[src/rtl/nor_run_detector_pkg.sv]
// Shared types and helpers for the NOR zero-run detector.
package nor_run_det_pkg;

    typedef enum logic [1:0] {
        IDLE = 2'd0,
        RUN  = 2'd1,
        HIT  = 2'd2
    } state_t;

    // Width needed to hold a run count from 0 up to run_len inclusive
    function automatic int RUN_W(input int run_len);
        if (run_len < 1) begin
            return 1;
        end else begin
            return $clog2(run_len + 1);
        end
    endfunction

endpackage

[src/rtl/nor_run_detector_if.sv]
// Sample/control and status bundle between the NOR cell consumer and cache control.
interface nor_run_det_if
    import nor_run_det_pkg::*;
#(
    parameter int RUN_LEN = 4,
    parameter int CNT_W   = 8
) ();

    localparam int RW = RUN_W(RUN_LEN);

    logic             in_valid;
    logic             in_zero;
    logic             clr;
    logic [RW-1:0]    run_cnt;
    logic             active;
    logic             hit;
    logic [CNT_W-1:0] events;

    modport master (
        output in_valid, in_zero, clr,
        input  run_cnt, active, hit, events
    );

    modport slave (
        input  in_valid, in_zero, clr,
        output run_cnt, active, hit, events
    );

endinterface

[src/rtl/nor_run_detector_sat_counter.sv]
// Saturating up-counter with synchronous clear; never wraps past all-ones.
module sat_counter #(
    parameter int W = 8
) (
    input  logic         clk,
    input  logic         rst_n,
    input  logic         clr,
    input  logic         inc,
    output logic [W-1:0] count
);

    localparam logic [W-1:0] MAX_V = {W{1'b1}};

    logic [W-1:0] count_r;
    logic [W-1:0] count_s;

    // Next count: clear wins, otherwise increment until saturated
    always_comb begin
        count_s = count_r;
        if (clr) begin
            count_s = {W{1'b0}};
        end else if (inc && (count_r != MAX_V)) begin
            count_s = count_r + {{(W-1){1'b0}}, 1'b1};
        end else begin
            count_s = count_r;
        end
    end

    // Count register
    always_ff @(posedge clk or negedge rst_n) begin
        if (!rst_n) begin
            count_r <= {W{1'b0}};
        end else begin
            count_r <= count_s;
        end
    end

    assign count = count_r;

endmodule

[src/rtl/nor_run_detector.sv]
// Detects runs of RUN_LEN consecutive valid all-zero samples and pulses hit once per run.
// Optional macro NOR_RUN_DET_RETRIGGER_EN: keep re-hitting every RUN_LEN zeros while in HIT.
module nor_run_detector
    import nor_run_det_pkg::*;
#(
    parameter int RUN_LEN = 4,
    parameter int CNT_W   = 8
) (
    input  logic         clk,
    input  logic         rst_n,
    nor_run_det_if.slave bus
);

    localparam int RW = RUN_W(RUN_LEN);
    localparam logic [RW-1:0] CNT_ZERO  = {RW{1'b0}};
    localparam logic [RW-1:0] CNT_ONE   = RW'(1'b1);
    localparam logic [RW-1:0] RUN_LEN_V = RW'(RUN_LEN);

`ifdef NOR_RUN_DET_RETRIGGER_EN
    localparam bit RETRIG = 1'b1;
`else
    localparam bit RETRIG = 1'b0;
`endif

    // With retrigger the count restarts on each hit so the next run can be measured
    localparam logic [RW-1:0] HIT_CNT = RETRIG ? CNT_ZERO : RUN_LEN_V;

    state_t           state_r;
    state_t           state_s;
    logic [RW-1:0]    run_cnt_r;
    logic [RW-1:0]    run_cnt_s;
    logic [RW-1:0]    cnt_inc_s;
    logic             hit_r;
    logic             hit_s;
    logic             active_r;
    logic [CNT_W-1:0] events_s;

    // Next-state, next run count and hit decision
    always_comb begin
        state_s   = state_r;
        run_cnt_s = run_cnt_r;
        hit_s     = 1'b0;
        cnt_inc_s = run_cnt_r + CNT_ONE;
        if (bus.clr) begin
            state_s   = IDLE;
            run_cnt_s = CNT_ZERO;
        end else if (bus.in_valid) begin
            case (state_r)
                IDLE: begin
                    if (bus.in_zero) begin
                        if (RUN_LEN_V == CNT_ONE) begin
                            state_s   = HIT;
                            run_cnt_s = HIT_CNT;
                            hit_s     = 1'b1;
                        end else begin
                            state_s   = RUN;
                            run_cnt_s = CNT_ONE;
                        end
                    end else begin
                        state_s   = IDLE;
                        run_cnt_s = CNT_ZERO;
                    end
                end
                RUN: begin
                    if (bus.in_zero) begin
                        if (cnt_inc_s == RUN_LEN_V) begin
                            state_s   = HIT;
                            run_cnt_s = HIT_CNT;
                            hit_s     = 1'b1;
                        end else begin
                            run_cnt_s = cnt_inc_s;
                        end
                    end else begin
                        state_s   = IDLE;
                        run_cnt_s = CNT_ZERO;
                    end
                end
                HIT: begin
                    if (!bus.in_zero) begin
                        state_s   = IDLE;
                        run_cnt_s = CNT_ZERO;
                    end else if (RETRIG) begin
                        if (cnt_inc_s == RUN_LEN_V) begin
                            run_cnt_s = CNT_ZERO;
                            hit_s     = 1'b1;
                        end else begin
                            run_cnt_s = cnt_inc_s;
                        end
                    end else begin
                        run_cnt_s = run_cnt_r;
                    end
                end
                default: begin
                    state_s   = IDLE;
                    run_cnt_s = CNT_ZERO;
                end
            endcase
        end else begin
            state_s   = state_r;
            run_cnt_s = run_cnt_r;
        end
    end

    // State and registered outputs
    always_ff @(posedge clk or negedge rst_n) begin
        if (!rst_n) begin
            state_r   <= IDLE;
            run_cnt_r <= CNT_ZERO;
            hit_r     <= 1'b0;
            active_r  <= 1'b0;
        end else begin
            state_r   <= state_s;
            run_cnt_r <= run_cnt_s;
            hit_r     <= hit_s;
            active_r  <= (state_s == HIT);
        end
    end

    sat_counter #(
        .W (CNT_W)
    ) u_events (
        .clk   (clk),
        .rst_n (rst_n),
        .clr   (bus.clr),
        .inc   (hit_s),
        .count (events_s)
    );

    assign bus.run_cnt = run_cnt_r;
    assign bus.active  = active_r;
    assign bus.hit     = hit_r;
    assign bus.events  = events_s;

endmodule

[src/flat_wrapper.sv]
// flat-port wrapper written by rule: the top's interface ports become plain ports
module nor_run_detector_flat import nor_run_det_pkg::*;
#(
    parameter int RUN_LEN = 4,
    parameter int CNT_W   = 8
)
  (clk, rst_n, bus_in_valid, bus_in_zero, bus_clr, bus_run_cnt, bus_active, bus_hit, bus_events);
  nor_run_det_if #(.RUN_LEN(RUN_LEN), .CNT_W(CNT_W)) bus_i ();
  input  logic clk;
  input  logic rst_n;
  input wire logic [$bits(bus_i.in_valid)-1:0] bus_in_valid;
  input wire logic [$bits(bus_i.in_zero)-1:0] bus_in_zero;
  input wire logic [$bits(bus_i.clr)-1:0] bus_clr;
  output wire logic [$bits(bus_i.run_cnt)-1:0] bus_run_cnt;
  output wire logic [$bits(bus_i.active)-1:0] bus_active;
  output wire logic [$bits(bus_i.hit)-1:0] bus_hit;
  output wire logic [$bits(bus_i.events)-1:0] bus_events;
  assign bus_i.in_valid = bus_in_valid;
  assign bus_i.in_zero = bus_in_zero;
  assign bus_i.clr = bus_clr;
  assign bus_run_cnt = bus_i.run_cnt;
  assign bus_active = bus_i.active;
  assign bus_hit = bus_i.hit;
  assign bus_events = bus_i.events;
  nor_run_detector #(.RUN_LEN(RUN_LEN), .CNT_W(CNT_W)) u_core (.clk(clk), .rst_n(rst_n), .bus(bus_i));
endmodule
[config.mk]
export PLATFORM = sky130hd
export DESIGN_NAME = nor_run_detector_flat
export DESIGN_NICKNAME = d
export VERILOG_FILES = /design/src/rtl/nor_run_detector_pkg.sv /design/src/rtl/nor_run_detector_if.sv /design/src/rtl/nor_run_detector_sat_counter.sv /design/src/rtl/nor_run_detector.sv /design/src/flat_wrapper.sv
export SDC_FILE = /design/constraint.sdc
export NUM_CORES = 1
export LEC_CHECK = 0
export BUFFER_PORTS_ARGS = -buffer_cell sky130_fd_sc_hd__buf_2
export CORE_AREA = 2 2 43 45
export CTS_CLUSTER_DIAMETER = 120
export CTS_CLUSTER_SIZE = 10
export DETAILED_ROUTE_END_ITERATION = 16
export DIE_AREA = 0 0 45 47
export PLACE_DENSITY = 0.73
export SYNTH_ARGS = -nofsm -noshare
export SYNTH_HDL_FRONTEND = slang
export SYNTH_SLANG_ARGS = --single-unit
[constraint.sdc]
create_clock -name clk -period 2.8 [get_ports clk]
set_input_delay 0.14 -clock clk [delete_from_list [all_inputs] [get_ports clk]]
set_output_delay 0.14 -clock clk [all_outputs]
set_load 0.05 [all_outputs]
==> flow_metrics.tcl <==
set metrics [dict create \
    hp-start "bus_in_zero" \
    setup_viol 0 \
    vias 712 \
    worstHoldEndpoint "u_core.bus.run_cnt[1]" \
    dieArea_mm2 0.002115 \
    hold_viol_final 0 \
    rsz0062_at_grt "no" \
    path_class "flip-flop to flip-flop" \
    seqCellArea_um2 375.4 \
    fin_crit_sh_pct 76.22 \
    vias_per_cell 5.983 \
    drt_wl_total_um 1607 \
    antenna_found_initial 0 \
    synth_cells 82 \
    die_width_um 45 \
    start_util_pct 48.18 \
    cts_buffers 3 \
    drc 0 \
    wl_per_cell_um 13.50 \
    r2r-end "u_core.u_events.count[5]" \
    powerDensity_mw_per_mm2 399.3 \
    fillCellCount 164 \
    synth_top_area_share_pct 47.17 \
    r2r.worst_path.cells 6 \
    synth_largest_area_cell "dfrtp_1" \
    startpoint_type "flip-flop" \
    ff2ff_setup_slack_ns 0.67 \
    cp_data_arrival_time_ns 2.35 \
    grt_overflow 0 \
    track_usage_pct 16.69 \
    antenna_left 0 \
    grt_pass1_vias 614 \
    drt_first_pass_iters 4 \
    root_buffer "clkbuf_4" \
    synth_flop_cell "dfrtp_1" \
    dieHeight_um 47 \
    final_layout_size_suffix_gt1_share_pct 24.51 \
    p_leak_nw 0.4437 \
    cts_hold_buf 1 \
    status "finished clean" \
    htreeDepth 1 \
    diodes 0 \
    grt_max_degree 18 \
    worstPathMaxFanout 9 \
    hold_class "primary input to flip-flop" \
    fin_crit_ns 2.134 \
    critPathRequiredTime_ns 3.02 \
    synthToLayoutAreaGrowth_pct 15.88 \
    clockBufferDepth 2 \
    cts.repair.resized 0 \
    max_freq_ghz 0.4686 \
    yosysWarnings 0 \
    netlist_area_um2 795.8 \
    synth_area_per_cell_um2 9.704 \
    rows 15 \
    slew-limit-headroom_pct 46.23 \
    maxSlewViolCount 0 \
    worst_setup_hold_path_clk_slew_ns 0.09 \
    maxCapViolCount 0 \
    worst_setup_path_end_kind "flip-flop" \
    yosysUniqueCellTypes 30 \
    fp.coreArea_mm2 0.001652 \
    async_reset_ff_share_pct 100.0 \
    final_cells 119 \
    multi_input_area_um2 392.9 \
    synth_area_leaders "dfrtp_1 47%, ha_1 4.7%, a21oi_1 4.4%, nor3_1 3.8%, nand2_1 3.8%" \
    insertion_delay_ns 0.28 \
    drt_iter0_drc 17 \
    tns_ns 0 \
    tightest_slew_ns 0.7862 \
    ys_seq_elements 15 \
    place_inst 114 \
    port_buffers 17 \
    cts_tree "built" \
    grt_first_pass_wirelength_um 2484 \
    clock_skew_ns 0.007638 \
    r2r_start "u_core.bus.run_cnt[0]" \
    cts.sinks 15 \
    cts_setup_buffers 0 \
    synth_common_cells "15 x dfrtp_1, 8 x nand2_1, 7 x a21oi_1, 6 x nor2_1, 6 x nor3_1" \
    ioPinCount 18 \
    synth-seq-area-share_pct 47.17 \
    synth_edf_count 0 \
    synth_nets 90 \
    nNetsFinal 111 \
    hpwl_um 1174 \
    holdPathStages 3 \
    vdd_drop_max_v 0.0002452 \
    place_congestion 0.8237 \
    synth_most_common_cell "dfrtp_1" \
    whs_ns 0.1563 \
]
layer usage:
layer | routed length (um) | GRT usage (%) | share of wire (%) | up-vias
met5 | 0 | 0 | 0 | -
met4 | 39 | 10.59 | 2.4 | 0
met3 | 76 | 2.308 | 4.7 | 5
met2 | 765 | 29.71 | 48 | 19
met1 | 726 | 18.84 | 45 | 342
li1 | - | - | - | 346
report_power, final:
group	leakage, nW	switching (mW)	internal (mW)	total (mW)
clock	0.0150	0.0663	0.0553	0.122
sequential	0.208	0.00223	0.218	0.220
combinational	0.220	0.0185	0.00765	0.0262
final cells by class:
type / instances / area share, %
clock buffers: 4 / 2.849
inverters: 3 / 1.221
well taps: 17 / 2.307
flip-flops and latches: 15 / 40.71
multi-input cells: 62 / 42.61
repair buffers: 18 / 10.31
worst max path at each step:
| stage | start | endpoint | slack, ns | cells after the start |
|---|---|---|---|---|
| floorplan | u_core.bus.run_cnt[0] | u_core.u_events.count[7] | 0.48 | 6 |
| global placement | u_core.bus.run_cnt[0] | u_core.u_events.count[5] | 0.73 | 6 |
| detailed placement | u_core.bus.run_cnt[0] | u_core.u_events.count[7] | 0.68 | 6 |
| CTS | u_core.bus.run_cnt[0] | u_core.u_events.count[5] | 0.65 | 6 |
| global route | u_core.bus.run_cnt[0] | u_core.u_events.count[5] | 0.52 | 6 |
| finish | u_core.bus.run_cnt[0] | u_core.u_events.count[5] | 0.67 | 6 |
logic make-up after synthesis:
family,share of synthesized area [%]
adders and majority gates,4.717
muxes,2.516
DFF,47.17
buffers and inverters,3.458
and+or+nand+nor,26.26
AOI/OAI and AO/OA,15.88
sequential cells by signal, indices dropped and copies added, names as in the netlist:
signal                 cells
u_core.state_r             2
u_core.bus.hit             1
u_core.bus.active          1
u_core.bus.run_cnt         3
u_core.u_events.count      8
per-stage QoR:
step	worst slack, ns	total power [mW]	instance area [um2]	util (%)
floorplan	0.4841	0.2393	795.8	-
global placement	0.7348	0.2499	885.9	53.64
detailed placement	0.6751	0.2503	885.9	53.64
CTS	0.6545	0.3719	922.1	55.83
global route	0.5160	0.3858	922.1	55.83
finish	0.6658	0.3682	922.1	55.83
placed cells by master (no fill, tap or decap):
| master | netlist | routed |
|---|---|---|
| nand2b_1 | 2 | 2 |
| clkbuf_1 | 0 | 1 |
| buf_2 | 1 | 17 |
| nand3_1 | 3 | 3 |
| nor3_1 | 6 | 6 |
| o21ai_0 | 4 | 4 |
| and3b_2 | 1 | 1 |
| nand3b_1 | 3 | 3 |
| a2111oi_0 | 1 | 1 |
| dlygate4sd3_1 | 0 | 1 |
| nor2b_1 | 1 | 1 |
| a22oi_1 | 1 | 1 |
| and4_1 | 1 | 1 |
| o31ai_1 | 2 | 2 |
| nor4b_1 | 1 | 1 |
| ha_1 | 3 | 3 |
| nand4_1 | 1 | 1 |
| or4_1 | 2 | 2 |
| or3_2 | 1 | 1 |
| a211oi_1 | 1 | 1 |
| a21oi_1 | 7 | 7 |
| o311a_2 | 1 | 1 |
| clkbuf_4 | 0 | 3 |
| a211o_2 | 1 | 1 |
| inv_1 | 3 | 3 |
| nor2_1 | 6 | 6 |
| a2111o_1 | 1 | 1 |
| nor4_1 | 1 | 1 |
| mux2i_1 | 2 | 2 |
| and3_2 | 1 | 1 |
| dfrtp_1 | 15 | 15 |
| nand2_1 | 8 | 8 |
critical path, cell delays in order (launching register included):
cell and delay, ns:
dfrtp_1 0.39, ha_1 0.16, ha_1 0.19, nand3_1 0.20, a2111o_1 0.45, or4_1 0.53
a21oi_1 0.14
No activity file was read; power rests on OpenSTA's default activity.
